$ cat config.mk
export PLATFORM = sky130hd
export DESIGN_NAME = reg_bank_sb_flat
export DESIGN_NICKNAME = d
export VERILOG_FILES = /design/src/rtl/reg_bank_sb_if.sv /design/src/rtl/reg_bank_sb.sv /design/src/flat_wrapper.sv
export SDC_FILE = /design/constraint.sdc
export NUM_CORES = 1
export LEC_CHECK = 0
export ABC_AREA = 0
export CELL_PAD_IN_SITES_DETAIL_PLACEMENT = 0
export CELL_PAD_IN_SITES_GLOBAL_PLACEMENT = 1
export CORE_UTILIZATION = 55
export CTS_CLUSTER_DIAMETER = 120
export DETAILED_ROUTE_END_ITERATION = 10
export DONT_BUFFER_PORTS = 1
export PLACE_DENSITY = 0.8
export RECOVER_POWER = 50
export SLEW_MARGIN = 20
export SYNTH_ARGS = -nofsm -noshare
export SYNTH_HDL_FRONTEND = slang
export SYNTH_SLANG_ARGS = --single-unit
export TNS_END_PERCENT = 20
$ cat constraint.sdc
create_clock -name clk -period 5.3 [get_ports clk]
set_clock_uncertainty 0.2 [all_clocks]
set_input_delay 1.325 -clock clk [delete_from_list [all_inputs] [get_ports clk]]
set_output_delay 1.325 -clock clk [all_outputs]
set_load 0.02 [all_outputs]
$ cat src/rtl/reg_bank_sb_if.sv
`default_nettype none
// ----------------------------------------------------------------------------
// reg_bank_if: read, write, reserve and debug signals of reg_bank_sb
// Rev 1.0
// ----------------------------------------------------------------------------
interface reg_bank_if #(
  parameter int DW = 32,
  parameter int AW = 4
);
  logic [AW-1:0]      rad1;
  logic               ren1;
  logic [DW-1:0]      rdata1;
  logic               busy1;
  logic [AW-1:0]      rad2;
  logic               ren2;
  logic [DW-1:0]      rdata2;
  logic               busy2;
  logic               wen;
  logic [AW-1:0]      wad;
  logic [DW-1:0]      wdata;
  logic               resv_en;
  logic [AW-1:0]      resv_ad;
  logic [AW-1:0]      dbg_ad;
  logic [DW-1:0]      dbg_data;
  logic [(1<<AW)-1:0] busy_vec;

  modport master (
    output rad1, ren1, rad2, ren2, wen, wad, wdata, resv_en, resv_ad, dbg_ad,
    input  rdata1, busy1, rdata2, busy2, dbg_data, busy_vec
  );

  modport slave (
    input  rad1, ren1, rad2, ren2, wen, wad, wdata, resv_en, resv_ad, dbg_ad,
    output rdata1, busy1, rdata2, busy2, dbg_data, busy_vec
  );
endinterface
`default_nettype wire

$ cat src/rtl/reg_bank_sb.sv
`default_nettype none
// ----------------------------------------------------------------------------
// reg_bank_sb: 2R/1W register bank with write bypass and busy scoreboard
// Rev 1.0
// ----------------------------------------------------------------------------
module reg_bank_sb #(
  parameter int DW      = 32,
  parameter int AW      = 4,
  parameter int BYPASS  = 1,
  parameter int ZERO_R0 = 1
) (
  input  wire logic   clk,
  input  wire logic   rst_n,
  reg_bank_if.slave   bus
);

  localparam int DEPTH = 1 << AW;

  logic [DW-1:0]    mem [DEPTH];
  logic [DEPTH-1:0] busy;
  logic [DEPTH-1:0] busy_nxt;
  logic             wr_legal;
  logic             fwd1;
  logic             fwd2;

  // Writes to r0 are dropped entirely when it is hardwired, including the bypass path.
  assign wr_legal = bus.wen && ((ZERO_R0 == 0) || (bus.wad != '0));
  assign fwd1     = (BYPASS != 0) && wr_legal && (bus.wad == bus.rad1);
  assign fwd2     = (BYPASS != 0) && wr_legal && (bus.wad == bus.rad2);

  always_comb begin
    bus.rdata1 = '0;
    bus.busy1  = 1'b0;
    if (bus.ren1) begin
      bus.rdata1 = fwd1 ? bus.wdata : mem[bus.rad1];
      bus.busy1  = busy[bus.rad1] && !fwd1;
    end
  end

  always_comb begin
    bus.rdata2 = '0;
    bus.busy2  = 1'b0;
    if (bus.ren2) begin
      bus.rdata2 = fwd2 ? bus.wdata : mem[bus.rad2];
      bus.busy2  = busy[bus.rad2] && !fwd2;
    end
  end

  assign bus.dbg_data = mem[bus.dbg_ad];
  assign bus.busy_vec = busy;

  // Reservation is applied after the writeback clear so a back-to-back producer stays busy.
  always_comb begin
    busy_nxt = busy;
    if (bus.wen) begin
      busy_nxt[bus.wad] = 1'b0;
    end
    if (bus.resv_en) begin
      busy_nxt[bus.resv_ad] = 1'b1;
    end
    if (ZERO_R0 != 0) begin
      busy_nxt[0] = 1'b0;
    end
  end

  always_ff @(posedge clk) begin
    if (!rst_n) begin
      for (int i = 0; i < DEPTH; i++) begin
        mem[i] <= '0;
      end
      busy <= '0;
    end else begin
      if (wr_legal) begin
        mem[bus.wad] <= bus.wdata;
      end
      busy <= busy_nxt;
    end
  end

endmodule
`default_nettype wire

$ cat src/flat_wrapper.sv
// flat-port wrapper written by rule: the top's interface ports become plain ports
module reg_bank_sb_flat 
#(
  parameter int DW      = 32,
  parameter int AW      = 4,
  parameter int BYPASS  = 1,
  parameter int ZERO_R0 = 1
)
  (clk, rst_n, bus_rad1, bus_ren1, bus_rad2, bus_ren2, bus_wen, bus_wad, bus_wdata, bus_resv_en, bus_resv_ad, bus_dbg_ad, bus_rdata1, bus_busy1, bus_rdata2, bus_busy2, bus_dbg_data, bus_busy_vec);
  reg_bank_if #(.DW(DW), .AW(AW)) bus_i ();
  input  wire logic clk;
  input  wire logic rst_n;
  input wire logic [$bits(bus_i.rad1)-1:0] bus_rad1;
  input wire logic [$bits(bus_i.ren1)-1:0] bus_ren1;
  input wire logic [$bits(bus_i.rad2)-1:0] bus_rad2;
  input wire logic [$bits(bus_i.ren2)-1:0] bus_ren2;
  input wire logic [$bits(bus_i.wen)-1:0] bus_wen;
  input wire logic [$bits(bus_i.wad)-1:0] bus_wad;
  input wire logic [$bits(bus_i.wdata)-1:0] bus_wdata;
  input wire logic [$bits(bus_i.resv_en)-1:0] bus_resv_en;
  input wire logic [$bits(bus_i.resv_ad)-1:0] bus_resv_ad;
  input wire logic [$bits(bus_i.dbg_ad)-1:0] bus_dbg_ad;
  output wire logic [$bits(bus_i.rdata1)-1:0] bus_rdata1;
  output wire logic [$bits(bus_i.busy1)-1:0] bus_busy1;
  output wire logic [$bits(bus_i.rdata2)-1:0] bus_rdata2;
  output wire logic [$bits(bus_i.busy2)-1:0] bus_busy2;
  output wire logic [$bits(bus_i.dbg_data)-1:0] bus_dbg_data;
  output wire logic [$bits(bus_i.busy_vec)-1:0] bus_busy_vec;
  assign bus_i.rad1 = bus_rad1;
  assign bus_i.ren1 = bus_ren1;
  assign bus_i.rad2 = bus_rad2;
  assign bus_i.ren2 = bus_ren2;
  assign bus_i.wen = bus_wen;
  assign bus_i.wad = bus_wad;
  assign bus_i.wdata = bus_wdata;
  assign bus_i.resv_en = bus_resv_en;
  assign bus_i.resv_ad = bus_resv_ad;
  assign bus_i.dbg_ad = bus_dbg_ad;
  assign bus_rdata1 = bus_i.rdata1;
  assign bus_busy1 = bus_i.busy1;
  assign bus_rdata2 = bus_i.rdata2;
  assign bus_busy2 = bus_i.busy2;
  assign bus_dbg_data = bus_i.dbg_data;
  assign bus_busy_vec = bus_i.busy_vec;
  reg_bank_sb #(.DW(DW), .AW(AW), .BYPASS(BYPASS), .ZERO_R0(ZERO_R0)) u_core (.clk(clk), .rst_n(rst_n), .bus(bus_i));
endmodule
## Word-level counts from Yosys, hierarchy flattened

Memories as Yosys holds them, arrays and structs flattened.
Index checks and enable logic that the tools add are counted.

| cells by class | value |
|---|---|
| equality and inequality tests | 2 |
| bitwise logic cells | 3 |
| reduce and logical (&&, ||, !) cells | 11 |
| $lt $le $gt $ge | 6 |
| muxes and demuxes | 23 |

Operators with widths:

| kind | number |
|---|---|
| 2-to-1 mux 32 bit | 5 |
| 2-to-1 mux 16 bit | 2 |
| OR reduction 32 bit | 1 |
| less-than comparator 4 x 5 -> 1 bit, second input constant | 4 |
| AND 16 bit | 1 |
| inverter 16 bit | 1 |
| bitwise OR 16 bit | 1 |
| 2-to-1 mux 1 bit | 11 |
| binary-select mux 1 bit (select 4 bit) | 2 |
| demux 1 bit (select 4 bit) | 2 |
| equality test 4 bit | 2 |
| >= comparator 4 x 1 -> 1 bit, second input constant | 2 |
| logical AND 1 bit | 7 |
| 2-to-1 mux 4 bit | 1 |
| nonzero test 4 bit | 1 |
| zero test 1 bit | 2 |

| storage, ports and cells | value |
|---|---|
| bits in writable memories | 512 |
| output and inout bits | 114 |
| logic and storage cells | 48 |
| input bits | 58 |
| memories | 1 |
| bits in registers | 16 |

Memories:

| memory | depth | bits a word | read ports | clocked after Yosys merged registers in | wr ports | line | source |
|---|---|---|---|---|---|---|---|
| u_core.mem | 16 | 32 | 3 | 0 | 16 | reg_bank_sb.sv:19 | `logic [DW-1:0] mem [DEPTH];` |

## Longest topological paths before layout

Gate-level depths: netlist of the first run.

| logic depth | value |
|---|---|
| depth in word-level cells | 9 |
| mapped depth | 7 |

## Worst setup path before layout of the first run

OpenSTA, ideal clock, no wires.

| path | value |
|---|---|
| path type | input -> register |
| start | input port bus_wad[1] |
| end | memory u_core.mem[13][0] (enable) |
| path buffers | 1 |
| setup time | 0.466 ns |
| required time | 4.634 ns |
| stages | 3 |
| arrival | 4.129 ns |
| setup slack | 0.505 ns |
| cells stage by stage | buf_2 nand4b_1 o21ai_0 |

RTL lines:

| element | line | source |
|---|---|---|
| start, declared | flat_wrapper.sv:18 | `input wire logic [$bits(bus_i.wad)-1:0] bus_wad;` |
| end, declared | reg_bank_sb.sv:19 |  |

## Worst setup path in the final report of the first run

| path | value |
|---|---|
| start | input port bus_wad[0] |
| end | output port bus_rdata1[11] |

| between the ends | value |
|---|---|
| longest elaborated chain between the ends | 5 |
| elaborated cells between the ends (all ways) | 6 |

Ends and longest elaborated chain:

| element | line | source |
|---|---|---|
| nonzero test 4 bit | reg_bank_sb.sv:27 | `assign wr_legal = bus.wen && ((ZERO_R0 == 0) \|\| (bus.wad != '0));` |
| logical AND 1 bit | reg_bank_sb.sv:27 |  |
| logical AND 1 bit * | reg_bank_sb.sv:28 | `assign fwd1 = (BYPASS != 0) && wr_legal && (bus.wad == bus.rad1);` |
| 2-to-1 mux 32 bit * | reg_bank_sb.sv:35 | `bus.rdata1 = fwd1 ? bus.wdata : mem[bus.rad1];` |
| 2-to-1 mux 32 bit * | reg_bank_sb.sv:34 | `if (bus.ren1) begin` |
| end, declared | flat_wrapper.sv:23 | `output wire logic [$bits(bus_i.rdata1)-1:0] bus_rdata1;` |

Mark *: on every way between the ends. The rest lies on a longest branch, timed or not.

==> results of run 1 <==
[cells by family (layout without fill, tap and decap cells)]
family                    Yosys count  count (layout)  share of synthesized area
buffers and inverters             227             154                    0.03371
and+or+nand+nor                   618             618                     0.1138
AOI/OAI and AO/OA                 237             237                    0.05593
xor gates and xnor gates            8               8                   0.002203
other                               1              33                  0.0001179
DFF                               527             527                     0.4928
muxes                             428             428                     0.3015
[path summary, 6_finish.rpt]
check / start / end / cells after the start
worst max register to register: u_core.bus.busy_vec[4] / u_core.bus.busy_vec[4] / 2
worst min register to register: u_core.bus.busy_vec[15] / u_core.bus.busy_vec[15] / 2
worst min-delay path: u_core.bus.busy_vec[15] / u_core.bus.busy_vec[15] / 2
worst max-delay path: bus_wad[0] / bus_rdata1[11] / 4
[flip-flops by register name, indices dropped and copies added, names as in the netlist]
name / cells
u_core.mem: 512
u_core.bus.busy_vec: 15
[final cells by class]
cell class	count	area, um2
fillers	4156	22470
flip-flops and latches	527	15680
multi-input cells	1324	15340
clock buffers	63	1449
well taps	756	945.9
repair buffers	52	432.9
clock inverters	36	382.9
inverters	3	11.26
[critical path, cell delays in order]
cell and delay (ps):
o41ai_4 450, o21a_2 500, buf_4 410, a22o_1 320
[report_power, final]
group	internal, W	total, W	switching, W
combinational	0.000702	0.00136	0.000658
sequential	0.00483	0.00502	0.000183
clock	0.00234	0.00403	0.00169
[cells in the mapped netlist, drive strengths merged]
master	number	share of area
dfxtp	15	0.0094
mux2i	4	0.0013
a31oi	1	0.00039
o21a	1	0.00024
a21oi	15	0.0024
or2	2	0.00039
mux4	424	0.30
buf	79	0.016
a22oi	128	0.030
a22o	64	0.018
nor3	5	0.00094
and2	484	0.095
clkbuf	145	0.017
nand3	5	0.00079
xor2	2	0.00055
nand3b	2	0.00047
nand4	2	0.00039
conb	1	0.00012
o41ai	1	0.00087
nor2b	6	0.0012
edfxtp	512	0.48
nand2b	7	0.0014
xnor2	6	0.0017
nand4b	2	0.00055
nand2	82	0.0097
o21ai	27	0.0042
and3	1	0.00020
nor2	18	0.0021
inv	3	0.00035
nor3b	1	0.00024
and4	1	0.00028
[metal layers]
metal	GRT usage	part of all wire	vias to the layer above
li1	-	-	8047
met1	0.4716	0.36	10683
met2	0.5340	0.47	1584
met3	0.09737	0.14	247
met4	0.1083	0.034	0
met5	0	0	-
[stage by stage]
| stage | hold WS, ps | util | setup WS (ps) | cells |
|---|---|---|---|---|
| after CTS | 412.6 | 0.6072 | 778.4 | 2761 |
| after global placement | 401.6 | 0.5749 | 832.7 | 2662 |
| after floorplan | 371.9 | - | 505.1 | 2078 |
| final | 411.7 | 0.6038 | 730.6 | 2761 |
| after global routing | 433.8 | 0.6038 | 731.5 | 2761 |
| after detailed placement | 404.6 | 0.5749 | 784.4 | 2662 |
==> impl_metrics.ini, run 1 <==
[cells_and_area]
syn_to_final_growth_pct = 7.647
final_cell_area_um2 = 34240
drive_above_1_share = 0.2838
fin_nets = 2022
layout_common_cells = edfxtp_1 (512), mux4_2 (424), and2_1 (336)
final_common_cell = edfxtp_1
antennaDiodeCount = 0

[worst_setup_path]
cp-end-kind = primary output
critPathArrivalTime_ps = 3040
path_max_fanout = 19
cp-start-kind = input pin
reg2reg_slack_ps = 4150
critPathKind = input pin to primary output
cp.required_ps = 3770

[logic_synthesis]
synth_warnings = 0
yosysUniqueCellTypes = 38
syn_avg_cell_area_um2 = 15.55
ys_ff_latch = 527
synth.cell_area_um2 = 31810
syn-instance-count = 2046
yosysSeqAreaShare = 0.4928

[clocking]
h-tree-depth = 2
clk_pin_slew_ps = 60
max-clock-path-buffers = 3
cts_tree = built
clockRootBuffer = clkbuf_16
cts_sinks = 527
postCtsSetupRepairBufs = 0
cts_buffers = 56
insertion_delay_ps = 600
holdBufCountCts = 0
cts_resized = 0

[place]
finalWeightedCongestion = 0.8491
io_buffers = 0
hpwl_mm = 55.19
placed_area_um2 = 32610

[grt]
antenna_found_initial = 1
overflow = 0
track_usage = 0.3434
grt_pass1_wl_mm = 144.9
first_global_vias = 20432
grt_max_degree = 134

[sta]
worst_slew_pin_slew_ps = 4293
hold_viol_final = 0
setup_viol = 0
rsz0062_at_grt = false
period_minus_slack_ps = 4569
maxSlewViolCount = 602
layout_worst_path_cycle_share = 0.8621
max_freq_mhz = 218.8
relSlewSlack = -1.862
tns_ps = 0

[drt]
vias = 20561
vias_per_cell = 7.447
wl_per_cell_um = 36.03
ant_nets = 0
drc_errors = 0
first_pass_iters = 6
routed_wirelength_mm = 99.48
drt_iter0_markers = 3046

[floorplanning]
start_util = 0.5609
die_y_um = 242.5
coreArea_um2 = 56710
rows = 87
dieWidth_um = 242.5
die_area_um2 = 58800
io_pins = 172

[pwr]
pwr_density_cell_nw_per_um2 = 303.9
peakVddDrop_mv = 0.2190
p_leak_nw = 11.32
power_w = 0.01040

[min_path]
hp-class = flip-flop to flip-flop

[run]
drv_cap = 26

[status]
violations = capacitance limit, slew limit
status = complete, but fails checks
Note: power is estimated with default switching activity, not from simulation.
==> run 2, diff against run 1 <==
==> constraint.sdc (replaced) <==
create_clock -name clk -period 5.3 [get_ports clk]
set_clock_uncertainty 0.2 [all_clocks]
set_input_delay 1.325 -clock clk [delete_from_list [all_inputs] [get_ports clk]]
set_output_delay 1.325 -clock clk [all_outputs]
set_load 0.05 [all_outputs]
==> impl_metrics.ini, run 2 (same netlist as run 1, synthesis figures left out) <==
[status]
status = complete, but fails checks
violations = capacitance limit, slew limit

[clocking]
holdBufCountCts = 0
cts_tree = built
h-tree-depth = 2
clk_pin_slew_ps = 60
cts_buffers = 57
cts_sinks = 527
cts_resized = 0
postCtsSetupRepairBufs = 0
clockRootBuffer = clkbuf_16
max-clock-path-buffers = 3
insertion_delay_ps = 610

[worst_setup_path]
rr_startpoint = u_core.bus.busy_vec[7]
cp-end-kind = flip-flop
cp_cell_sequence = or2_0 -> o21ai_0 -> clkbuf_2
critPathArrivalTime_ps = 4750
critPathKind = input pin to flip-flop
timing.rr.end = u_core.bus.busy_vec[7]
path_max_fanout = 22
crit_buf_inv = 1
cp.required_ps = 5340
cp.depth = 3
slowest_stage = o21ai_0
cpLargestDelayFamily = compound AO/OA/AOI/OAI gates
critPathMaxStageDelay_ps = 2010
reg2reg_slack_ps = 3920
cp-start-kind = input pin
reg2regPathDepth = 2

[sta]
relSlewSlack = -1.753
max_freq_mhz = 212.0
rsz0062_at_grt = false
hold_viol_final = 0
maxSlewViolCount = 458
worst_slew_pin_slew_ps = 4130
period_minus_slack_ps = 4716
layout_worst_path_cycle_share = 0.8898
setup_viol = 0
tns_ps = 0

[cells_and_area]
largest_reg_flops = 512
syn_to_final_growth_pct = 8.193
antennaDiodeCount = 0
fin_nets = 2045
drive_above_1_share = 0.2861
layout.cells.non_filler = 2790
regMostFlops = u_core.mem
final_common_cell = edfxtp_1
layout_common_cells = edfxtp_1 (512), mux4_2 (424), and2_1 (356)

[grt]
first_global_vias = 21041
grt_max_degree = 134
grt_busiest_layer = met2
use_met2 = 0.5418
track_usage = 0.3469
antenna_found_initial = 3
overflow = 0
grt_pass1_wl_mm = 146.5
grtUsageMet1 = 0.4666
grt_use_met3 = 0.09970

[floorplanning]
dieWidth_um = 242.5
die_y_um = 242.5
die_area_um2 = 58800
rows = 87
io_pins = 172
coreArea_um2 = 56710
start_util = 0.5609

[drt]
wl_per_cell_um = 36.07
first_pass_iters = 6
routed_wirelength_mm = 100.6
drt_iter0_markers = 2894
drc_errors = 0
vias = 20593
vias_per_cell = 7.381
ant_nets = 0

[min_path]
worstHoldPathCells = 2
hp-class = flip-flop to flip-flop
whs_endpoint = u_core.bus.busy_vec[11]
min_from = u_core.bus.busy_vec[11]

[place]
hpwl_mm = 55.11
finalWeightedCongestion = 0.8174
dp.cells = 2683
io_buffers = 0

[pwr]
p_clk_frac = 0.380
p_int_w = 0.007913
comb_power_share = 0.150
pwr_density_cell_nw_per_um2 = 310.3
peakVddDrop_mv = 0.2611
p_leak_nw = 11.45
power_w = 0.01068
p_switching_w = 0.002767
pwr-share-seq = 0.470
switching_share = 0.2591

[run]
drv_cap = 20
## run 2: cell types whose count changed in the layout (fill, tap and decap cells not counted), moves of 5 or more
cell      before  now
buf_4         33   51
and2_1       336  356
o21ai_0       17   22
clkbuf_1      18   24
clkinv_1      11   20
and2_0       146  126
clkinv_2      14    5
## run 2: metrics by stage
step / hold WS, ps / util / worst slack [ps] / cell area, um2
5_1_grt: 590.2 / 0.6068 / 515.2 / 34420
3_3_place_gp: 556.8 / 0.5779 / 716.5 / 32780
6_report: 571.6 / 0.6068 / 584.0 / 34420
2_1_floorplan: 526.6 / - / 505.1 / 31930
3_5_place_dp: 561.9 / 0.5779 / 676.9 / 32780
4_1_cts: 572.1 / 0.6107 / 661.8 / 34640
## run 2: worst max-delay path by stage
stage                            from                end
final                      bus_wad[0]  u_core.mem[4][13]
after CTS                 bus_rad2[3]     bus_rdata2[20]
after detailed placement  bus_rad2[3]     bus_rdata2[20]
after global routing      bus_rad2[3]     bus_rdata2[20]
after floorplan            bus_wad[1]  u_core.mem[13][0]
after global placement    bus_rad2[3]     bus_rdata2[20]
## run 2: worst reg2reg max path: stages (launching register included)
cell     delay, ps
dfxtp_1        680
o21ai_0        200
a21oi_1        180
## run 2: power groups by stage
| stage | Combinational (W) | Clock [W] | Sequential, W |
|---|---|---|---|
| detailed placement | 0.00159 | 0 | 0.00509 |
| finish | 0.00160 | 0.00406 | 0.00502 |
| CTS | 0.00160 | 0.00407 | 0.00500 |
| floorplan | 0.00141 | 0 | 0.00503 |
| global placement | 0.00158 | 0 | 0.00506 |
| global route | 0.00165 | 0.00421 | 0.00504 |
## run 2: cell type report
cell class,count,area (um2)
repair buffers,74,601.8
clock inverters,36,342.8
clock buffers,70,1518
fillers,4191,22300
inverters,3,11.26
flip-flops and latches,527,15680
multi-input cells,1324,15320
well taps,756,945.9
## run 2: layer usage
layer / up-vias / part of all wire
met5: - / 0
met4: 0 / 0.039
met3: 272 / 0.13
met2: 1540 / 0.47
met1: 10691 / 0.36
li1: 8090 / -
